<file path="src/rtl/spi_imu_responder.sv">
// spi_imu_responder
//   SPI Mode 0 slave that emulates the MPU-6050 register map, so the FPGA can
//   stand in for the IMU. SCLK, MOSI and CS_n are oversampled in the clk
//   domain. Command bytes are decoded here. Burst reads are served from a
//   sample snapshot. Writes are strobed out, and PWR_MGMT_1 is stored locally.
//
// Ports
//   clk           system clock, at least 8x the SCLK frequency
//   rst           synchronous active-high reset
//   spi_sclk      SPI clock from the master (CPOL=0)
//   spi_mosi      master-out data
//   spi_cs_n      chip select, active low
//   spi_miso      slave-out data
//   sample_valid  one-cycle strobe that latches sample_data into the shadow
//   sample_data   {accel_x, accel_y, gyro_x, gyro_y}, 16-bit signed each
//   xfer_active   high while a transaction is being decoded
//   wr_strobe     one-cycle pulse per accepted register write
//   wr_addr       address of the accepted write
//   wr_data       data of the accepted write
//   pwr_mgmt      current PWR_MGMT_1 value
module spi_imu_responder #(
  parameter logic [7:0]  WHO_AM_I_VAL = 8'h68,
  parameter logic [7:0]  PWR_RST_VAL  = 8'h40,
  parameter int unsigned SYNC_STAGES  = 2      // minimum 2
) (
  input  logic        clk,
  input  logic        rst,
  input  logic        spi_sclk,
  input  logic        spi_mosi,
  input  logic        spi_cs_n,
  output logic        spi_miso,
  input  logic        sample_valid,
  input  logic [63:0] sample_data,
  output logic        xfer_active,
  output logic        wr_strobe,
  output logic [6:0]  wr_addr,
  output logic [7:0]  wr_data,
  output logic [7:0]  pwr_mgmt
);

  localparam logic [6:0] ADDR_PWR_MGMT = 7'h6B;
  localparam logic [6:0] ADDR_WHO_AM_I = 7'h75;

  typedef enum logic [1:0] {
    ST_WAIT_CS_HIGH = 2'd0,
    ST_IDLE         = 2'd1,
    ST_CMD          = 2'd2,
    ST_DATA         = 2'd3
  } state_e;

  // Read map. Addresses not listed here read 0x00.
  function automatic logic [7:0] reg_read(input logic [6:0]  addr,
                                          input logic [63:0] snap,
                                          input logic [7:0]  pwr);
    logic [7:0] val;
    case (addr)
      7'h3B:         val = snap[63:56];  // accel_x hi
      7'h3C:         val = snap[55:48];  // accel_x lo
      7'h3D:         val = snap[47:40];  // accel_y hi
      7'h3E:         val = snap[39:32];  // accel_y lo
      7'h43:         val = snap[31:24];  // gyro_x hi
      7'h44:         val = snap[23:16];  // gyro_x lo
      7'h45:         val = snap[15:8];   // gyro_y hi
      7'h46:         val = snap[7:0];    // gyro_y lo
      ADDR_PWR_MGMT: val = pwr;
      ADDR_WHO_AM_I: val = WHO_AM_I_VAL;
      default:       val = 8'h00;
    endcase
    return val;
  endfunction

  // Synchronizers and edge-detect history
  logic [SYNC_STAGES-1:0] sclk_sync_q;
  logic [SYNC_STAGES-1:0] mosi_sync_q;
  logic [SYNC_STAGES-1:0] cs_n_sync_q;
  logic                   sclk_prev_q;
  logic                   cs_n_prev_q;

  // Transaction state
  state_e      state_q;
  logic [2:0]  bit_cnt_q;
  logic [6:0]  rx_shift_q;   // first seven bits of the byte being received
  logic [6:0]  tx_shift_q;   // bits still to be shifted out after the MSB
  logic [6:0]  addr_q;
  logic        rw_q;         // 1 = read
  logic [63:0] shadow_q;
  logic [63:0] snapshot_q;

  // Registered outputs
  logic        miso_q;
  logic        xfer_active_q;
  logic        wr_strobe_q;
  logic [6:0]  wr_addr_q;
  logic [7:0]  wr_data_q;
  logic [7:0]  pwr_mgmt_q;

  logic        sclk_s;
  logic        mosi_s;
  logic        cs_n_s;
  logic        sclk_rise;
  logic        sclk_fall;
  logic        cs_rise;
  logic        cs_fall;
  logic [7:0]  rx_byte;
  logic [6:0]  addr_inc;
  logic [7:0]  cmd_rd_byte;
  logic [7:0]  next_rd_byte;

  assign sclk_s    = sclk_sync_q[SYNC_STAGES-1];
  assign mosi_s    = mosi_sync_q[SYNC_STAGES-1];
  assign cs_n_s    = cs_n_sync_q[SYNC_STAGES-1];
  assign sclk_rise = sclk_s & ~sclk_prev_q;
  assign sclk_fall = ~sclk_s & sclk_prev_q;
  assign cs_rise   = cs_n_s & ~cs_n_prev_q;
  assign cs_fall   = ~cs_n_s & cs_n_prev_q;

  // Complete byte, including the bit arriving on this rising edge
  assign rx_byte      = {rx_shift_q, mosi_s};
  assign addr_inc     = addr_q + 7'd1;
  assign cmd_rd_byte  = reg_read(rx_byte[6:0], snapshot_q, pwr_mgmt_q);
  assign next_rd_byte = reg_read(addr_inc, snapshot_q, pwr_mgmt_q);

  // Synchronize the SPI pins and keep one cycle of history for edge detection.
  // cs_n is cleared to 0 in reset. That forces WAIT_CS_HIGH to see a real high
  // on the pin before any falling edge can be recognised.
  always_ff @(posedge clk) begin
    if (rst) begin
      sclk_sync_q <= '0;
      mosi_sync_q <= '0;
      cs_n_sync_q <= '0;
      sclk_prev_q <= 1'b0;
      cs_n_prev_q <= 1'b0;
    end else begin
      sclk_sync_q <= {sclk_sync_q[SYNC_STAGES-2:0], spi_sclk};
      mosi_sync_q <= {mosi_sync_q[SYNC_STAGES-2:0], spi_mosi};
      cs_n_sync_q <= {cs_n_sync_q[SYNC_STAGES-2:0], spi_cs_n};
      sclk_prev_q <= sclk_s;
      cs_n_prev_q <= cs_n_s;
    end
  end

  // Shadow register always tracks the newest sample, even mid-transaction
  always_ff @(posedge clk) begin
    if (rst) begin
      shadow_q <= 64'd0;
    end else if (sample_valid) begin
      shadow_q <= sample_data;
    end else begin
      shadow_q <= shadow_q;
    end
  end

  // Transaction FSM with registered outputs
  always_ff @(posedge clk) begin
    if (rst) begin
      state_q       <= ST_WAIT_CS_HIGH;
      bit_cnt_q     <= 3'd0;
      rx_shift_q    <= 7'd0;
      tx_shift_q    <= 7'd0;
      addr_q        <= 7'd0;
      rw_q          <= 1'b0;
      snapshot_q    <= 64'd0;
      miso_q        <= 1'b0;
      xfer_active_q <= 1'b0;
      wr_strobe_q   <= 1'b0;
      wr_addr_q     <= 7'd0;
      wr_data_q     <= 8'd0;
      pwr_mgmt_q    <= PWR_RST_VAL;
    end else begin
      wr_strobe_q <= 1'b0;
      if (cs_rise) begin
        // End of transaction: any partial byte is discarded
        state_q       <= ST_IDLE;
        bit_cnt_q     <= 3'd0;
        miso_q        <= 1'b0;
        xfer_active_q <= 1'b0;
      end else begin
        case (state_q)
          ST_WAIT_CS_HIGH: begin
            if (cs_n_s) begin
              state_q <= ST_IDLE;
            end
          end
          ST_IDLE: begin
            if (cs_fall) begin
              // A same-cycle sample wins over the shadow
              snapshot_q    <= sample_valid ? sample_data : shadow_q;
              bit_cnt_q     <= 3'd0;
              tx_shift_q    <= 7'd0;
              miso_q        <= 1'b0;
              xfer_active_q <= 1'b1;
              state_q       <= ST_CMD;
            end
          end
          ST_CMD: begin
            if (sclk_rise) begin
              rx_shift_q <= rx_byte[6:0];
              bit_cnt_q  <= bit_cnt_q + 3'd1;
              if (bit_cnt_q == 3'd7) begin
                rw_q    <= rx_byte[7];
                addr_q  <= rx_byte[6:0];
                state_q <= ST_DATA;
                if (rx_byte[7]) begin
                  miso_q     <= cmd_rd_byte[7];
                  tx_shift_q <= cmd_rd_byte[6:0];
                end
              end
            end
          end
          ST_DATA: begin
            if (sclk_rise) begin
              rx_shift_q <= rx_byte[6:0];
              bit_cnt_q  <= bit_cnt_q + 3'd1;
              if (bit_cnt_q == 3'd7) begin
                addr_q <= addr_inc;
                if (rw_q) begin
                  miso_q     <= next_rd_byte[7];
                  tx_shift_q <= next_rd_byte[6:0];
                end else begin
                  wr_strobe_q <= 1'b1;
                  wr_addr_q   <= addr_q;
                  wr_data_q   <= rx_byte;
                  if (addr_q == ADDR_PWR_MGMT) begin
                    pwr_mgmt_q <= rx_byte;
                  end
                end
              end
            end else if (sclk_fall) begin
              // The MSB was placed at the byte boundary, so the falling edge
              // right after the boundary (bit_cnt 0) must not shift.
              if (rw_q && (bit_cnt_q != 3'd0)) begin
                miso_q     <= tx_shift_q[6];
                tx_shift_q <= {tx_shift_q[5:0], 1'b0};
              end
            end
          end
          default: begin
            state_q <= ST_WAIT_CS_HIGH;
          end
        endcase
      end
    end
  end

  assign spi_miso    = miso_q;
  assign xfer_active = xfer_active_q;
  assign wr_strobe   = wr_strobe_q;
  assign wr_addr     = wr_addr_q;
  assign wr_data     = wr_data_q;
  assign pwr_mgmt    = pwr_mgmt_q;

endmodule

</file>
<file path="config.mk">
export PLATFORM = sky130hd
export DESIGN_NAME = spi_imu_responder
export DESIGN_NICKNAME = d
export VERILOG_FILES = /design/src/rtl/spi_imu_responder.sv
export SDC_FILE = /design/constraint.sdc
export NUM_CORES = 1
export LEC_CHECK = 0
export BUFFER_PORTS_ARGS = -buffer_cell sky130_fd_sc_hd__buf_2
export CAP_MARGIN = 20
export CORE_ASPECT_RATIO = 0.8
export CORE_MARGIN = 2
export CORE_UTILIZATION = 45
export DETAILED_ROUTE_END_ITERATION = 10
export GPL_TIMING_DRIVEN = 0
export PLACE_DENSITY = 0.66
export SYNTH_ARGS = -nofsm -noshare
export SYNTH_HDL_FRONTEND = slang
export SYNTH_SLANG_ARGS = --single-unit
</file>
<file path="constraint.sdc">
create_clock -name clk -period 2.44 [get_ports clk]
set_input_delay 0.244 -clock clk [delete_from_list [all_inputs] [get_ports clk]]
set_output_delay 0.244 -clock clk [all_outputs]
set_load 0.03 [all_outputs]
</file>
==> flow_metrics.py <==
metrics = {
    "status": {
        "status": "complete, no violations",
    },
    "clocking": {
        "root_buffer": "clkbuf_16",
        "h-tree-depth": 4,
        "clock_sinks": 189,
        "numCtsBuffers": 17,
        "clk_latency_ns": 0.44,
        "clk_pin_slew_ns": 0.08,
        "cts_buffer_depth": 2,
        "cts_tree": "yes",
        "hold_buffers": 0,
    },
    "routing": {
        "via_per_inst": 5.79,
        "met2_length_mm": 11.7,
        "first_pass_iters": 6,
        "dr.first_iter.drc_count": 918,
        "ant_nets": 0,
        "routed_wl_mm": 28.3,
        "top_layer": "met5",
        "drc": 0,
        "vias": 8019,
        "met1_length_mm": 13.5,
        "wl_met3_mm": 2.50,
        "wl_per_cell_microns": 20.4,
    },
    "synth": {
        "syn-num-nets": 1074,
        "ys_seq_area_share_pct": 43.3,
        "netlist_area_sq_um": 8730,
        "synth.top_cell.area_share_pct": 43.3,
        "synth_cell_type_count": 70,
        "ys_seq_elements": 189,
        "synth_edf_count": 0,
        "netlist_top_cells_area": "dfxtp_1 43%, mux2i_1 10%, nor2_1 7.3%",
        "synth-main-ff-cell": "dfxtp_1",
        "synth.cells.most_frequent": "189 x dfxtp_1, 171 x nor2_1, 87 x mux2i_1, 77 x a211oi_1, 76 x nand2_1",
        "synth_area_leader_cell": "dfxtp_1",
        "synthArstFlopShare_pct": 0,
        "synthCells": 986,
        "post-synth-top-count-cell": "dfxtp_1",
        "syn_avg_cell_area_sq_um": 8.86,
        "yosysWarnings": 0,
    },
    "sta": {
        "min_period_over_period_pct": 97.4,
        "worstMarginPinSlew_ns": 0.838,
        "max_freq_mhz": 421,
        "fin_crit_ns": 2.38,
        "finalHoldWorstSlack_ns": 0.0158,
        "rsz0062_at_grt": "true",
        "finClkSkew_ns": 0.0123,
        "tns_ns": 0,
        "setup_viol": 0,
        "hold_violations": 0,
        "slew_headroom_pct": 44.1,
        "slew_violations": 0,
    },
    "critical_path": {
        "crit_required_ns": 2.79,
        "crit_fanout": 8,
        "start_kind": "register",
        "path_depth": 10,
        "worstRegToRegCells": 10,
        "crit_top_cell": "buf_12",
        "crit_type": "register to register",
        "cp.arrival_ns": 2.73,
        "crit_buf_inv": 2,
        "slowest_delay_ns": 0.38,
        "cp-end-kind": "register",
        "crit_chain": "ha_4 > nand3_4 > or3_4 > buf_12 > a32oi_4 > nand4_4 > a41oi_4 > buf_12 > o21ai_1 > a211oi_1",
        "cpMaxStageDelayCell": "or3_4",
        "crit_family": "compound AO/OA/AOI/OAI gates",
    },
    "pwr": {
        "power_per_cell_area_nw_per_um2": 684,
        "p_leak_nw": 3.99,
        "power_w": 0.00733,
        "vdd.ir_drop.worst_uv": 411,
    },
    "grt": {
        "grt_pass1_wl_mm": 43.6,
        "grt_max_degree": 19,
        "grt_overflow": 0,
        "grt_pass1_vias": 7521,
        "grt_usage_pct": 27.5,
        "antenna_found_initial": 1,
    },
    "layout": {
        "drive_above_1_share_pct": 21.5,
        "nets": 1204,
        "area_growth_pct": 22.6,
        "layout.cells.non_filler": 1386,
        "antenna_cells": 0,
    },
    "floorplanning": {
        "die_h_microns": 129,
        "io_pins": 96,
        "dieArea_sq_um": 20500,
        "coreArea_sq_um": 19000,
        "die_w_microns": 160,
        "initial_core_util_pct": 46.0,
        "placementRows": 45,
    },
    "placed_design": {
        "place_inst": 1339,
        "portBuffers": 94,
        "dp_hpwl_mm": 20.7,
        "place_congestion": 0.985,
    },
    "flow_run": {
        "maxCapViolations": 0,
    },
    "worst_hold_path": {
        "holdPathStages": 2,
        "hp-class": "primary input to register",
    },
}
==> power by group <==
part | switching, W | internal (W) | leakage (nW) | total [W]
registers | 0.000130 | 0.00327 | 1.54 | 0.00340
logic | 0.000505 | 0.000327 | 2.13 | 0.000832
clock network | 0.00134 | 0.00176 | 0.315 | 0.00310
==> path summary, 6_finish.rpt <==
check,start,to,slack [ns]
setup / recovery,addr_q[0]$_SDFFE_PP0P_,tx_shift_q[3]$_SDFFE_PP0P_,0.06
hold / removal,spi_cs_n,cs_n_sync_q[0]$_SDFF_PP0_,0.02
setup reg to reg,addr_q[0]$_SDFFE_PP0P_,tx_shift_q[3]$_SDFFE_PP0P_,0.06
hold reg to reg,sclk_sync_q[0]$_SDFF_PP0_,sclk_sync_q[1]$_SDFF_PP0_,0.44
==> logic make-up after synthesis <==
kind of cell	count (synthesis)	share of synthesized area (%)
and+or+nand+nor	349	18.5
DFF	189	43.3
xor gates and xnor gates	5	0.501
buffers and inverters	100	4.88
AOI/OAI and AO/OA	238	20.3
muxes	87	9.97
adders and majority gates	18	2.58
==> cells in the final DEF, fill, tap and decap left out, drive strengths merged, types with 3 or more instances in the layout <==
cell type	Yosys	final
nand4	5	5
clkinv	0	4
and4b	4	4
nand3b	4	4
a31oi	4	4
inv	13	18
o21ai	25	25
o211ai	7	7
bufinv	0	4
buf	32	143
ha	18	18
xnor2	3	3
nand2	77	77
nor3	10	10
mux2i	87	87
nand2b	4	4
nor2b	14	14
nand3	33	33
a32oi	8	8
nand4b	3	3
a211oi	79	79
a22oi	28	28
a222oi	5	5
a22o	10	10
a221oi	18	18
dfxtp	189	189
or2	4	4
and2	7	7
a21oi	39	39
nor2	172	172
clkbuf	55	72
==> sequential cells by signal, summed over array words and instances, names as in the netlist <==
| register | flops |
|---|---|
| wr_addr | 7 |
| sclk_sync_q | 2 |
| cs_n_prev_q | 1 |
| rx_shift_q | 7 |
| wr_strobe | 1 |
| spi_miso | 1 |
| bit_cnt_q | 3 |
| addr_q | 7 |
| cs_n_sync_q | 2 |
| rw_q | 1 |
| snapshot_q | 64 |
| state_q | 2 |
| tx_shift_q | 7 |
| wr_data | 8 |
| sclk_prev_q | 1 |
| mosi_sync_q | 2 |
| pwr_mgmt | 8 |
| xfer_active | 1 |
| shadow_q | 64 |
==> final cells by class <==
| type | count | area (sq um) |
|---|---|---|
| repair buffers | 115 | 694 |
| flip-flops and latches | 189 | 3790 |
| plain buffers | 83 | 409 |
| clock inverters | 14 | 229 |
| well taps | 258 | 323 |
| inverters | 13 | 48.8 |
| fillers | 1752 | 8260 |
| multi-input cells | 697 | 4790 |
| clock buffers | 17 | 425 |
==> metrics by stage <==
step	setup WS (ns)	util, %	area, sq um
2_1_floorplan	0.0982	-	8730
3_3_place_gp	-0.682	50.2	9530
5_1_grt	-0.0366	56.5	10700
3_5_place_dp	-0.670	50.3	9540
6_report	0.0633	56.5	10700
4_1_cts	-0.000370	55.2	10500
==> metal layers <==
metal | up-vias | track usage, %
met2 | 376 | 40.6
met5 | - | 0
li1 | 3803 | -
met1 | 3789 | 39.6
met3 | 49 | 6.42
met4 | 2 | 9.09
==> repair_timing <==
item                       CTS  global route
gates cloned                 0             0
buffers inserted            11             9
setup endpoints to repair   28            39
hold endpoints to repair     0             0
pin swaps                   16            13
gates resized for setup     39            49
Note: power is estimated with default switching activity, not from simulation.
